`config.mk`:
```
export PLATFORM = sky130hd
export DESIGN_NAME = mptw_flush_controller_flat
export DESIGN_NICKNAME = d
export VERILOG_FILES = /design/src/rtl/mptw_flush_controller_pkg.sv /design/src/rtl/mptw_flush_controller_if.sv /design/src/rtl/mptw_flush_stage_tracker.sv /design/src/rtl/mptw_flush_controller.sv /design/src/flat_wrapper.sv
export SDC_FILE = /design/constraint.sdc
export NUM_CORES = 1
export LEC_CHECK = 0
export CAP_MARGIN = 20
export CORE_ASPECT_RATIO = 1.75
export CORE_MARGIN = 4
export CORE_UTILIZATION = 40
export CTS_CLUSTER_DIAMETER = 30
export CTS_CLUSTER_SIZE = 40
export DETAILED_ROUTE_END_ITERATION = 16
export PLACE_DENSITY = 0.64
export SYNTH_ARGS = -nofsm -noshare
export SYNTH_HDL_FRONTEND = slang
export SYNTH_SLANG_ARGS = --single-unit
export TNS_END_PERCENT = 20
```
`constraint.sdc`:
```
create_clock -name clk_i -period 1.9 [get_ports clk_i]
set_clock_uncertainty 0.1 [all_clocks]
set_input_delay 0.38 -clock clk_i [delete_from_list [all_inputs] [get_ports clk_i]]
set_output_delay 0.38 -clock clk_i [all_outputs]
set_load 0.01 [all_outputs]
```
`src/rtl/mptw_flush_controller_pkg.sv`:
```
// Shared types for the MPT walker flush controller.
//   mptw_flush_ctrl_e   : per-stage flush command (NONE / ALL / SPEC / UNUSED)
//   mptw_flush_status_e : per-stage flush status (IDLE / ONGOING / COMPLETED / UNUSED)
//   mptw_flush_fsm_e    : controller state (IDLE / FLUSH / DONE)
package mptw_flush_controller_pkg;

  typedef enum logic [1:0] {
    FLUSH_NONE   = 2'b00,
    FLUSH_ALL    = 2'b01,
    FLUSH_SPEC   = 2'b10,
    FLUSH_UNUSED = 2'b11
  } mptw_flush_ctrl_e;

  typedef enum logic [1:0] {
    FSTAT_IDLE      = 2'b00,
    FSTAT_ONGOING   = 2'b01,
    FSTAT_COMPLETED = 2'b10,
    FSTAT_UNUSED    = 2'b11
  } mptw_flush_status_e;

  typedef enum logic [1:0] {
    FSM_IDLE  = 2'b00,
    FSM_FLUSH = 2'b01,
    FSM_DONE  = 2'b10
  } mptw_flush_fsm_e;

  // Only ALL and SPEC start a flush; NONE and UNUSED are consumed silently.
  function automatic logic is_valid_flush(mptw_flush_ctrl_e t);
    return (t == FLUSH_ALL) || (t == FLUSH_SPEC);
  endfunction

endpackage

```
`src/rtl/mptw_flush_controller_if.sv`:
```
// Bundle of the core-side flush handshake and the per-stage command/status
// buses of the MPT walker flush controller.
//   master : core + walker stages (drive request, type, stage status)
//   slave  : flush controller (drives ready, stage commands, stall, done, error, busy)
interface mptw_flush_controller_if
  import mptw_flush_controller_pkg::*;
#(
  parameter int NUM_STAGES = 4
) ();

  logic                                 flush_req_i;
  mptw_flush_ctrl_e                     flush_type_i;
  logic                                 flush_ready_o;
  mptw_flush_ctrl_e   [NUM_STAGES-1:0]  stage_flush_o;
  mptw_flush_status_e [NUM_STAGES-1:0]  stage_status_i;
  logic                                 stall_issue_o;
  logic                                 flush_done_o;
  logic                                 flush_error_o;
  logic                                 busy_o;

  modport master (
    output flush_req_i, flush_type_i, stage_status_i,
    input  flush_ready_o, stage_flush_o, stall_issue_o,
           flush_done_o, flush_error_o, busy_o
  );

  modport slave (
    input  flush_req_i, flush_type_i, stage_status_i,
    output flush_ready_o, stage_flush_o, stall_issue_o,
           flush_done_o, flush_error_o, busy_o
  );

endinterface

```
`src/rtl/mptw_flush_stage_tracker.sv`:
```
// Per-stage flush bookkeeping: remembers whether the stage has acknowledged
// the current flush and whether it has completed it, and drives that stage's
// flush command.
//   clk_i, rst_ni : clock, asynchronous active-low reset
//   i_clear       : a new flush was accepted; clear the masks
//   i_active      : controller is in FLUSH (status is ignored otherwise)
//   i_type        : latched flush type
//   i_status      : stage flush status
//   o_flush       : stage flush command
//   o_done_now    : stage has completed, including a COMPLETED seen this cycle
module mptw_flush_stage_tracker
  import mptw_flush_controller_pkg::*;
(
  input  logic               clk_i,
  input  logic               rst_ni,
  input  logic               i_clear,
  input  logic               i_active,
  input  mptw_flush_ctrl_e   i_type,
  input  mptw_flush_status_e i_status,
  output mptw_flush_ctrl_e   o_flush,
  output logic               o_done_now
);

  logic r_acked;
  logic r_completed;
  logic w_ack_now;
  logic w_cpl_now;

  // COMPLETED is only a one-cycle pulse, so it must be captured the cycle it appears.
  assign w_cpl_now = i_active && (i_status == FSTAT_COMPLETED);
  assign w_ack_now = i_active &&
                     ((i_status == FSTAT_ONGOING) || (i_status == FSTAT_COMPLETED));

  always_ff @(posedge clk_i or negedge rst_ni) begin
    if (!rst_ni) begin
      r_acked     <= 1'b0;
      r_completed <= 1'b0;
    end else if (i_clear) begin
      r_acked     <= 1'b0;
      r_completed <= 1'b0;
    end else begin
      if (w_ack_now) r_acked     <= 1'b1;
      if (w_cpl_now) r_completed <= 1'b1;
    end
  end

  assign o_done_now = r_completed | w_cpl_now;
  assign o_flush    = (i_active && !r_acked) ? i_type : FLUSH_NONE;

endmodule

```
`src/rtl/mptw_flush_controller.sv`:
```
// MPT walker flush controller. Accepts one ALL/SPEC flush request, broadcasts
// it to every walker stage until each stage acknowledges, waits for every
// stage to report COMPLETED (or for the timeout), then pulses done (and error
// on timeout). Issue is stalled for the whole operation.
//   clk_i  : clock
//   rst_ni : asynchronous active-low reset
//   bus    : slave side of mptw_flush_controller_if
//            (flush_req_i, flush_type_i, flush_ready_o, stage_flush_o,
//             stage_status_i, stall_issue_o, flush_done_o, flush_error_o, busy_o)
module mptw_flush_controller
  import mptw_flush_controller_pkg::*;
#(
  parameter int NUM_STAGES     = 4,
  parameter int TIMEOUT_CYCLES = 256
) (
  input logic                    clk_i,
  input logic                    rst_ni,
  mptw_flush_controller_if.slave bus
);

  localparam int               CNT_W    = $clog2(TIMEOUT_CYCLES);
  localparam logic [CNT_W-1:0] CNT_LAST = CNT_W'(TIMEOUT_CYCLES - 1);

  mptw_flush_fsm_e                 r_state;
  mptw_flush_fsm_e                 w_state_next;
  mptw_flush_ctrl_e                r_type;
  logic [CNT_W-1:0]                r_cnt;
  logic                            r_err;
  logic                            w_accept;
  logic                            w_timeout;
  logic                            w_in_flush;
  logic                            w_all_done;
  logic [NUM_STAGES-1:0]           w_done_now;
  mptw_flush_ctrl_e [NUM_STAGES-1:0] w_stage_flush;

  assign w_in_flush = (r_state == FSM_FLUSH);
  assign w_all_done = &w_done_now;

  always_ff @(posedge clk_i or negedge rst_ni) begin
    if (!rst_ni) r_state <= FSM_IDLE;
    else         r_state <= w_state_next;
  end

  always_comb begin
    w_state_next = r_state;
    w_accept     = 1'b0;
    w_timeout    = 1'b0;
    case (r_state)
      FSM_IDLE: begin
        if (bus.flush_req_i && is_valid_flush(bus.flush_type_i)) begin
          w_accept     = 1'b1;
          w_state_next = FSM_FLUSH;
        end
      end
      FSM_FLUSH: begin
        // Completion wins over a timeout landing on the same cycle.
        if (w_all_done) begin
          w_state_next = FSM_DONE;
        end else if (r_cnt == CNT_LAST) begin
          w_timeout    = 1'b1;
          w_state_next = FSM_DONE;
        end
      end
      FSM_DONE: w_state_next = FSM_IDLE;
      default:  w_state_next = FSM_IDLE;
    endcase
  end

  // Latched type, timeout counter and error flag.
  always_ff @(posedge clk_i or negedge rst_ni) begin
    if (!rst_ni) begin
      r_type <= FLUSH_NONE;
      r_cnt  <= '0;
      r_err  <= 1'b0;
    end else if (w_accept) begin
      r_type <= bus.flush_type_i;
      r_cnt  <= '0;
      r_err  <= 1'b0;
    end else if (w_in_flush) begin
      if (w_timeout) begin
        r_err <= 1'b1;
      end else if (!w_all_done && (r_cnt != '1)) begin
        r_cnt <= r_cnt + 1'b1;
      end
    end else if (r_state == FSM_DONE) begin
      r_err <= 1'b0;
    end
  end

  for (genvar g = 0; g < NUM_STAGES; g++) begin : g_stage
    mptw_flush_stage_tracker u_tracker (
      .clk_i      (clk_i),
      .rst_ni     (rst_ni),
      .i_clear    (w_accept),
      .i_active   (w_in_flush),
      .i_type     (r_type),
      .i_status   (bus.stage_status_i[g]),
      .o_flush    (w_stage_flush[g]),
      .o_done_now (w_done_now[g])
    );
  end

  assign bus.stage_flush_o = w_stage_flush;
  assign bus.flush_ready_o = (r_state == FSM_IDLE);
  assign bus.busy_o        = (r_state != FSM_IDLE);
  assign bus.stall_issue_o = (r_state != FSM_IDLE);
  assign bus.flush_done_o  = (r_state == FSM_DONE);
  assign bus.flush_error_o = (r_state == FSM_DONE) && r_err;

endmodule
```
`src/flat_wrapper.sv`:
```
// flat-port wrapper written by rule: the top's interface ports become plain ports
module mptw_flush_controller_flat import mptw_flush_controller_pkg::*;
#(
  parameter int NUM_STAGES     = 4,
  parameter int TIMEOUT_CYCLES = 256
)
  (clk_i, rst_ni, bus_flush_req_i, bus_flush_type_i, bus_stage_status_i, bus_flush_ready_o, bus_stage_flush_o, bus_stall_issue_o, bus_flush_done_o, bus_flush_error_o, bus_busy_o);
  mptw_flush_controller_if #(.NUM_STAGES(NUM_STAGES)) bus_i ();
  input logic clk_i;
  input logic rst_ni;
  input wire logic [$bits(bus_i.flush_req_i)-1:0] bus_flush_req_i;
  input wire logic [$bits(bus_i.flush_type_i)-1:0] bus_flush_type_i;
  input wire logic [$bits(bus_i.stage_status_i)-1:0] bus_stage_status_i;
  output wire logic [$bits(bus_i.flush_ready_o)-1:0] bus_flush_ready_o;
  output wire logic [$bits(bus_i.stage_flush_o)-1:0] bus_stage_flush_o;
  output wire logic [$bits(bus_i.stall_issue_o)-1:0] bus_stall_issue_o;
  output wire logic [$bits(bus_i.flush_done_o)-1:0] bus_flush_done_o;
  output wire logic [$bits(bus_i.flush_error_o)-1:0] bus_flush_error_o;
  output wire logic [$bits(bus_i.busy_o)-1:0] bus_busy_o;
  assign bus_i.flush_req_i = bus_flush_req_i;
  assign bus_i.flush_type_i = bus_flush_type_i;
  assign bus_i.stage_status_i = bus_stage_status_i;
  assign bus_flush_ready_o = bus_i.flush_ready_o;
  assign bus_stage_flush_o = bus_i.stage_flush_o;
  assign bus_stall_issue_o = bus_i.stall_issue_o;
  assign bus_flush_done_o = bus_i.flush_done_o;
  assign bus_flush_error_o = bus_i.flush_error_o;
  assign bus_busy_o = bus_i.busy_o;
  mptw_flush_controller #(.NUM_STAGES(NUM_STAGES), .TIMEOUT_CYCLES(TIMEOUT_CYCLES)) u_core (.clk_i(clk_i), .rst_ni(rst_ni), .bus(bus_i));
endmodule
```
==> results.cfg, run 1 <==
[run_status]
status = complete, but fails checks
violations = setup timing

[finish]
layout-drive-gt1-share_pct = 18.9
finalNonFillerCells = 174
antenna_cells = 0
syn2layout_area_growth_pct = 35.1
nets = 167
fin_util_pct = 57.4
fillCellCount = 234

[die]
initial_core_util_pct = 42.5
rows = 24
ios = 26
core_um2 = 2550
chipWidth_um = 47.3
die_h_um = 76.9
die_area_um2 = 3640

[sta]
rsz0062_at_grt = true
finalMaxSlewViolations = 0
worst_slew_pin_slew_ps = 406
slew_headroom_pct = 72.6
fin_crit_ps = 1910
finalSetupViolations = 2
fin_crit_sh_pct = 101
setup_slack_ps = -10.5
max_freq_mhz = 523
finalHoldViolCount = 0

[logic_synthesis]
ys_types = 29
avgSynthCellArea_um2 = 9.34
synth_flop_cell = dfrtp_1
ys_seq_elements = 21
syn_nets = 134
seq_area_frac_synth_pct = 48.5
ys_warn_count = 0
synth_edf_count = 0
synthArstFlopShare_pct = 100
syn_inst = 116
syn-cell-area_um2 = 1080

[worst_setup_path]
crit_chain = clkdlybuf4s50_1 -> inv_1 -> ha_1 -> o22ai_2 -> o21ai_4 -> nor4b_1 -> nor3_2
cp.required_ps = 1940
setup.worst_path.start_class = primary input
crit_type = primary input to register
crit_arrival_ps = 1950
cp_slowest_cell = clkdlybuf4s50_1
crit_path_max_incr_delay_ps = 460
r2r_setup_slack_ps = 290
crit_fanout = 9
end_kind = register

[routing]
vias = 935
drt-initial-drc-count = 36
ant_nets = 0
drt-total-wl_um = 2580
route.detailed.drc = 0
post_drt_wl_per_cell_um = 14.8
dr.pass1.iters = 4
drt-vias-per-instance = 5.37

[power]
power_mw = 1.83
p_leak_nw = 0.701
p_per_area_nw_per_um2 = 1250
ir_worst_vdd_mv = 0.754

[clock_tree]
clock-root-buffer = clkbuf_8
numCtsBuffers = 3
path_clk_slew_ps = 70
tritoncts = yes
cts.sinks = 21
cts_setup_buffers = 0
htree_levels = 1
clk_latency_ps = 260
cts_buffer_depth = 2

[grt]
antenna_found_initial = 0
grt_pass1_vias = 983
grt_usage_pct = 16.1
grt_max_degree = 22
grt_pass1_wl_um = 4370
grt_remaining_overflow = 0

[place]
gp_congestion = 0.832
hpwl_um = 1990
post-place-cells = 170
io_buffers = 25
place_ws_ps = -349

[run]
maxCapViolCount = 0

[min_path]
holdCritPathClass = primary input to asynchronous set/reset pin
per-stage QoR:
stage / setup TNS [ps] / hold WS [ps] / area [µm²]
3_3_place_gp: -2190 / 371 / 1390
3_5_place_dp: -2650 / 389 / 1390
4_1_cts: -166 / 366 / 1430
5_1_grt: -423 / 375 / 1460
2_1_floorplan: 0 / -15.6 / 1080
6_report: -16.2 / 359 / 1460
area by class of cell:
| class | instances | area [µm²] | share of cell area (%) |
|---|---|---|---|
| clock buffers | 4 | 45.0 | 3.08 |
| inverters | 7 | 26.3 | 1.79 |
| multi-input cells | 84 | 557 | 38.0 |
| flip-flops and latches | 21 | 528 | 36.1 |
| well taps | 26 | 32.5 | 2.22 |
| repair buffers | 32 | 275 | 18.8 |
final timing paths:
kind,from,to,cells after the start
worst max-delay path,bus_stage_status_i[0],u_core.r_cnt[6],7
worst min-delay path,rst_ni,u_core.r_cnt[7],2
worst max register to register,u_core.r_cnt[0],u_core.r_cnt[1],5
worst min register to register,u_core.r_type[1],u_core.r_type[1],2
max in group asynchronous,rst_ni,u_core.r_state[0],2
min in group clk_i,u_core.r_type[1],u_core.r_type[1],2
cells in the final DEF (no fill, tap or decap), types with 5 or more instances in the layout:
master / synthesis / final
a21oi_1: 6 / 6
nor2_1: 23 / 21
ha_1: 5 / 5
dfrtp_1: 21 / 19
nand2_1: 13 / 12
mux2i_1: 6 / 6
buf_4: 1 / 7
dlygate4sd2_1: 0 / 8
inv_1: 7 / 7
clkdlybuf4s50_1: 0 / 12
sequential cells by signal, indices dropped and copies added, names as in the netlist:
| name | cells |
|---|---|
| u_core.r_cnt | 8 |
| u_core.g_stage.u_tracker.r_acked | 4 |
| u_core.g_stage.u_tracker.r_completed | 4 |
| u_core.r_state | 2 |
| u_core.r_type | 2 |
| u_core.r_err | 1 |
logic make-up after synthesis:
logic type | after synthesis | share of synthesized area [%]
AOI/OAI and AO/OA | 17 | 9.70
xor gates and xnor gates | 1 | 0.808
adders and majority gates | 5 | 5.77
buffers and inverters | 11 | 4.97
DFF | 21 | 48.5
muxes | 6 | 5.54
and+or+nand+nor | 55 | 24.7
synthesized netlist by cell type (all sizes together) (3+ instances only):
library cell | instances | area, µm²
mux2i | 6 | 60.1
inv | 7 | 26.3
a21oi | 6 | 30.0
o21ai | 5 | 28.8
buf | 3 | 23.8
ha | 5 | 62.6
dfrtp | 21 | 526
nor3 | 3 | 15.0
nor2 | 23 | 86.3
nand2 | 13 | 48.8
nand3 | 4 | 20.0
timing repair:
item                       CTS  global route
gates resized for setup     14            19
hold buffers                 0             0
setup endpoints to repair   16            18
pin swaps                    0             1
gates cloned                 0             0
where the power goes:
group,total [mW],internal (mW),switching [mW]
clock network,0.292,0.149,0.142
logic,0.770,0.353,0.418
registers,0.770,0.614,0.157
critical path, delay by kind of cell:
kind / cells / cell delay, ps
AOI/OAI and AO/OA: 2 / 370
and+or+nand+nor: 2 / 480
adders and majority gates: 1 / 210
buffers and inverters: 2 / 500
routing by layer:
metal	GRT usage, %	vias up	wire length [µm]
met5	0	-	0
met4	5.26	0	25
met3	2.81	4	73
met2	28.6	15	1530
met1	17.7	461	951
li1	-	455	-
Power figures use the tool's default switching activity.
==> run 2, diff against run 1 <==
Settings changed: CAP_MARGIN 20 to 25.
==> results of run 2 <==
The final DEF is identical to that of run 1; final timing and power are the same.
==> edit 1, RTL diff (config.mk and constraints of run 2) <==
Encoding of `mptw_flush_fsm_e`: now one-hot (3 bits for 3 states).
--- a/src/rtl/mptw_flush_controller_pkg.sv
+++ b/src/rtl/mptw_flush_controller_pkg.sv
@@ -20,6 +20,6 @@
 
-  typedef enum logic [1:0] {
-    FSM_IDLE  = 2'b00,
-    FSM_FLUSH = 2'b01,
-    FSM_DONE  = 2'b10
+  typedef enum logic [2:0] {
+    FSM_IDLE  = 3'b001,
+    FSM_FLUSH = 3'b010,
+    FSM_DONE  = 3'b100
   } mptw_flush_fsm_e;
Behaviour: no difference found for any inputs over 10 cycles, from zero or initial values and one cycle with rst_ni low; not proved beyond that.
==> edit 1 against run 2 <==
The run still ends with negative setup slack left. Worst setup slack got worse by 33 ps. Count of clock-buffer cells in the layout unchanged. Routed wire length increased by 15%. Via count is 11% higher. Cell area increased by 12%. Area after synthesis increased by 5.3%. Global-route usage shrank 0.73 points. Sequential cell count rose by 1. First-iteration DRC count shrank 31%. Critical path depth fell by 1. Critical path type is now flop to primary output.
Power is not compared: it rests on default switching activity, and its combinational part moved more than twofold at a synthesized area within 25%.
==> edit 1: results (changes against run 2) <==
[status]
outcome = complete, but fails checks
violations = negative setup slack

[drt]
drt_iter0_drc = 25  ; -31%
route.layer.met1.wl_um = 1152  ; +21%
via_per_inst = 5.396  ; +0.41%
met2_length_um = 1630  ; +6.3%
via_count = 1036  ; +11%
wire_per_inst_um = 15.42  ; +3.9%
wl_met3_um = 122  ; +67%

[logic_synthesis]
ys_warn_count = 0  ; unchanged
ys_seq_area_share_pct = 48.36  ; -0.14 points
yosys.area_share.adder_pct = 5.482  ; -0.29 points
synthesis.nets = 141  ; +5.2%
synth.distinct_cells = 33  ; +14%
synth_area_per_cell_um2 = 9.277  ; -0.68%
synth_compound_gate_area_share_pct = 11.18  ; +1.5 points
synth_xor_area_share_pct = 0.7675  ; -0.041 points
synth.area.mux_share_pct = 2.632  ; -2.9 points
synth_common_cells = nor2_1 (29), dfrtp_1 (21), nand2_1 (15), a21oi_1 (8), inv_1 (7)
ys_async_sr_fraction_pct = 100.0  ; unchanged
synthTopCellsByArea = dfrtp_1 (46%), nor2_1 (9.5%), ha_1 (5.5%)

[worst_setup_path]
regToRegStartpoint = u_core.r_state[1]
slowest_stage = dfrtp_1
cp_top_family = simple AND/OR/NAND/NOR gates
critPathMaxStageDelay_ps = 410  ; -50 ps
cp.arrival_ps = 1460  ; -490 ps
r2r_cells = 6  ; +1
reg2reg_slack_ps = 40  ; -250 ps
crit_fanout = 4  ; -5
r2r_end = u_core.r_cnt[5]

[placement]
io_buffers = 25  ; unchanged
place_congestion = 0.8370  ; +0.60%
place_hpwl_um = 2020  ; +1.4%
place_ws_ps = -396.3  ; -46.91 ps

[sta]
holdWs_ps = 368.2  ; +9.525 ps
setup_viol = 5  ; +3
setup_ws_ps = -43.83  ; -33.38 ps
relSlewSlack_pct = 71.32  ; -1.2 points

[global_route]
grt_max_degree = 23  ; +4.5%
grtUsageMet3_pct = 3.416  ; +0.61 points
grtUsageTotal_pct = 15.33  ; -0.73 points
use_met2_pct = 25.79  ; -2.8 points
use_met1_pct = 17.43  ; -0.24 points
grt_first_pass_wirelength_um = 4671  ; +7.0%

[cts]
cts_root_buf = clkbuf_8
numCtsBuffers = 3  ; unchanged

[layout]
final_nets = 184  ; +10%
biggestRegsByFlops = u_core.r_cnt (8), u_core.g_stage.u_tracker.r_acked (4), u_core.g_stage.u_tracker.r_completed (4)
fill_cells = 246  ; +5.1%
drive_above_1_share_pct = 32.12  ; +13 points
antennaDiodeCount = 0  ; unchanged

[edit 1: cell count changes in the layout (fill, tap and decap cells not counted), sizes merged, moves of 2 or more]
| cell | delta |
|---|---|
| buf | +17 |
| dlygate4sd2 | -8 |
| dlymetal6s2s | +2 |
| nor3b | +2 |
| or4 | +2 |
| nor2 | +6 |
| a21oi | +2 |
| nand2 | +2 |
| mux2i | -3 |
| nor3 | -3 |
| or3 | +2 |
[edit 1: repair_timing]
item,4_1_cts,5_1_grt
gates cloned,0,1
hold buffers,0,0
setup endpoints to repair,19,20
resized for setup,40,29
endpoints found under the hold margin,0,0
pin swaps,2,8
buffers inserted,3,4
[edit 1: how the worst max path moves through the flow]
stage,start,end,slack [ps]
2_1_floorplan,bus_stage_status_i[6],u_core.r_cnt[4],210
4_1_cts,u_core.r_state[2],bus_flush_error_o,-160
6_report,u_core.r_state[1],bus_stage_flush_o[4],-40
5_1_grt,u_core.r_state[1],bus_stage_flush_o[6],-140
3_3_place_gp,bus_stage_status_i[6],u_core.r_cnt[5],-350
3_5_place_dp,bus_stage_status_i[6],u_core.r_cnt[5],-400
[edit 1: logic make-up (layout without fill, tap and decap cells)]
group / Yosys count / in the layout
AND/OR/NAND/NOR: 61 / 61
flip-flops: 22 / 22
AO/OA/AOI/OAI: 20 / 21
buffers and inverters: 11 / 52
adder cells (fa/ha/maj): 5 / 5
multiplexers: 3 / 3
XOR/XNOR: 1 / 1
[edit 1: stage by stage]
step | TNS (ps) | instance area, µm²
CTS | -675.3 | 1511
detailed placement | -3505 | 1470
floorplan | 0 | 1141
finish | -188.7 | 1639
global route | -853.3 | 1639
global placement | -3078 | 1470
[edit 1: area by class of cell]
| type | count | area (µm²) | area share, % |
|---|---|---|---|
| multi-input cells | 91 | 651.9 | 39.77 |
| flip-flops and latches | 22 | 551.8 | 33.66 |
| repair buffers | 41 | 330.3 | 20.15 |
| clock buffers | 4 | 45.04 | 2.748 |
| well taps | 27 | 33.78 | 2.061 |
| inverters | 7 | 26.28 | 1.603 |
[edit 1: worst register-to-register path, delay by kind of cell (launching register included)]
family | cells | cell delay, ps
AND/OR/NAND/NOR | 2 | 740
buffers and inverters | 2 | 310
flip-flops | 1 | 410
AO/OA/AOI/OAI | 2 | 230
[edit 1: power by group through the flow]
| stage | Combinational [mW] | Sequential (mW) | Clock, mW |
|---|---|---|---|
| floorplan | 0.168 | 0.598 | 0 |
| global placement | 0.303 | 0.605 | 0 |
| detailed placement | 0.308 | 0.608 | 0 |
| CTS | 0.298 | 0.603 | 0.304 |
| global route | 0.359 | 0.627 | 0.312 |
| finish | 0.317 | 0.615 | 0.290 |
==> edit 2, RTL diff (config.mk and constraints of run 2) <==
Made on the original files. `NUM_STAGES` is set to 4 in 3 places; all go to 5.
--- a/src/rtl/mptw_flush_controller_if.sv
+++ b/src/rtl/mptw_flush_controller_if.sv
@@ -7,3 +7,3 @@
 #(
-  parameter int NUM_STAGES = 4
+  parameter int NUM_STAGES = 5
 ) ();
--- a/src/rtl/mptw_flush_controller.sv
+++ b/src/rtl/mptw_flush_controller.sv
@@ -12,3 +12,3 @@
 #(
-  parameter int NUM_STAGES     = 4,
+  parameter int NUM_STAGES     = 5,
   parameter int TIMEOUT_CYCLES = 256
--- a/src/flat_wrapper.sv
+++ b/src/flat_wrapper.sv
@@ -3,3 +3,3 @@
 #(
-  parameter int NUM_STAGES     = 4,
+  parameter int NUM_STAGES     = 5,
   parameter int TIMEOUT_CYCLES = 256
Interface: changed (resized bus_stage_flush_o and bus_stage_status_i); port bits go from 26 to 30. The function was not compared with the original's and may differ.
==> edit 2 against run 2 <==
The flow still finishes with violations (negative setup slack). Sequential power increased by 10%. Cell area increased by 20%. Critical path depth unchanged. Sequential cell count increased by 2. Area after synthesis increased by 17%. Die area increased by 15%. Worst setup slack got worse by 120 ps. Routed wire length increased by 15%. Combinational power increased by 30%. Total power increased by 17%.
==> edit 2: results (changes against run 2) <==
[status]
outcome = complete, but fails checks
violations = negative setup slack

[drt]
drt_iter0_drc = 32  ; -11%
route.layer.met1.wl_um = 1149  ; +21%
wl_met3_um = 119  ; +63%

[layout]
final_nets = 195  ; +17%
fill_cells = 288  ; +23%
biggestRegsByFlops = u_core.r_cnt (8), u_core.g_stage.u_tracker.r_acked (5), u_core.g_stage.u_tracker.r_completed (5)
instances_no_fill = 215  ; +24%
seq_area_share_pct = 32.93  ; -3.1 points
clock_area_share_pct = 2.643  ; -0.43 points
nMultiInputCombCells = 97  ; +15%
signal_buffers = 39  ; +22%
multi_input_area_share_pct = 38.29  ; +0.25 points
flops_and_latches = 23  ; +9.5%
final_util_pct = 58.53  ; +1.2 points

[global_route]
grtUsageTotal_pct = 15.97  ; -0.089 points
grt_max_degree = 24  ; +9.1%
grt_first_pass_wirelength_um = 5002  ; +15%

[placement]
place_hpwl_um = 2257  ; +13%
place_ws_ps = -467.4  ; -117.9 ps

[sta]
setup_viol = 2  ; unchanged
holdWs_ps = 366.9  ; +8.206 ps
setup_ws_ps = -128.1  ; -117.7 ps
tns_ps = -184.7  ; -168.5 ps

[logic_synthesis]
synth_compound_gate_area_share_pct = 17.73  ; +8.0 points
synth_common_cells = dfrtp_1 (23), nor2_1 (21), nand2_1 (15), inv_1 (9)
yosys.area_share.adder_pct = 5.911  ; +0.14 points

[pwr]
p_leak_nw = 0.8679  ; +24%

==> edit 2: changes by cell type after synthesis, sizes merged, moves of 3 or more <==
cell / change
o2111ai: +3
o211ai: +3
mux2i: -4
nand2b: +3
==> edit 2: layer usage <==
layer	vias to the layer above	GRT usage, %
li1	549	-
met1	531	16.86
met2	27	31.28
met3	4	1.795
met4	0	6.739
met5	-	0
==> edit 2: power groups by stage <==
stage / combinational, mW / sequential [mW] / clock, mW
after CTS: 0.968 / 0.830 / 0.313
after global routing: 1.11 / 0.879 / 0.332
after detailed placement: 0.980 / 0.837 / 0
after floorplan: 0.602 / 0.804 / 0
after global placement: 0.965 / 0.828 / 0
final: 1.00 / 0.850 / 0.300
==> edit 2: what timing repair did <==
item                       in CTS  in global routing
setup endpoints to repair      18                 19
pin swaps                       1                  3
gates resized for setup        12                 26
setup buffers                   0                  0
==> edit 2: critical path: stages <==
cell	delay [ps]
clkdlybuf4s50_1	460
inv_1	40
ha_1	210
o22ai_2	180
a211oi_4	50
or4_1	460
o311a_1	300
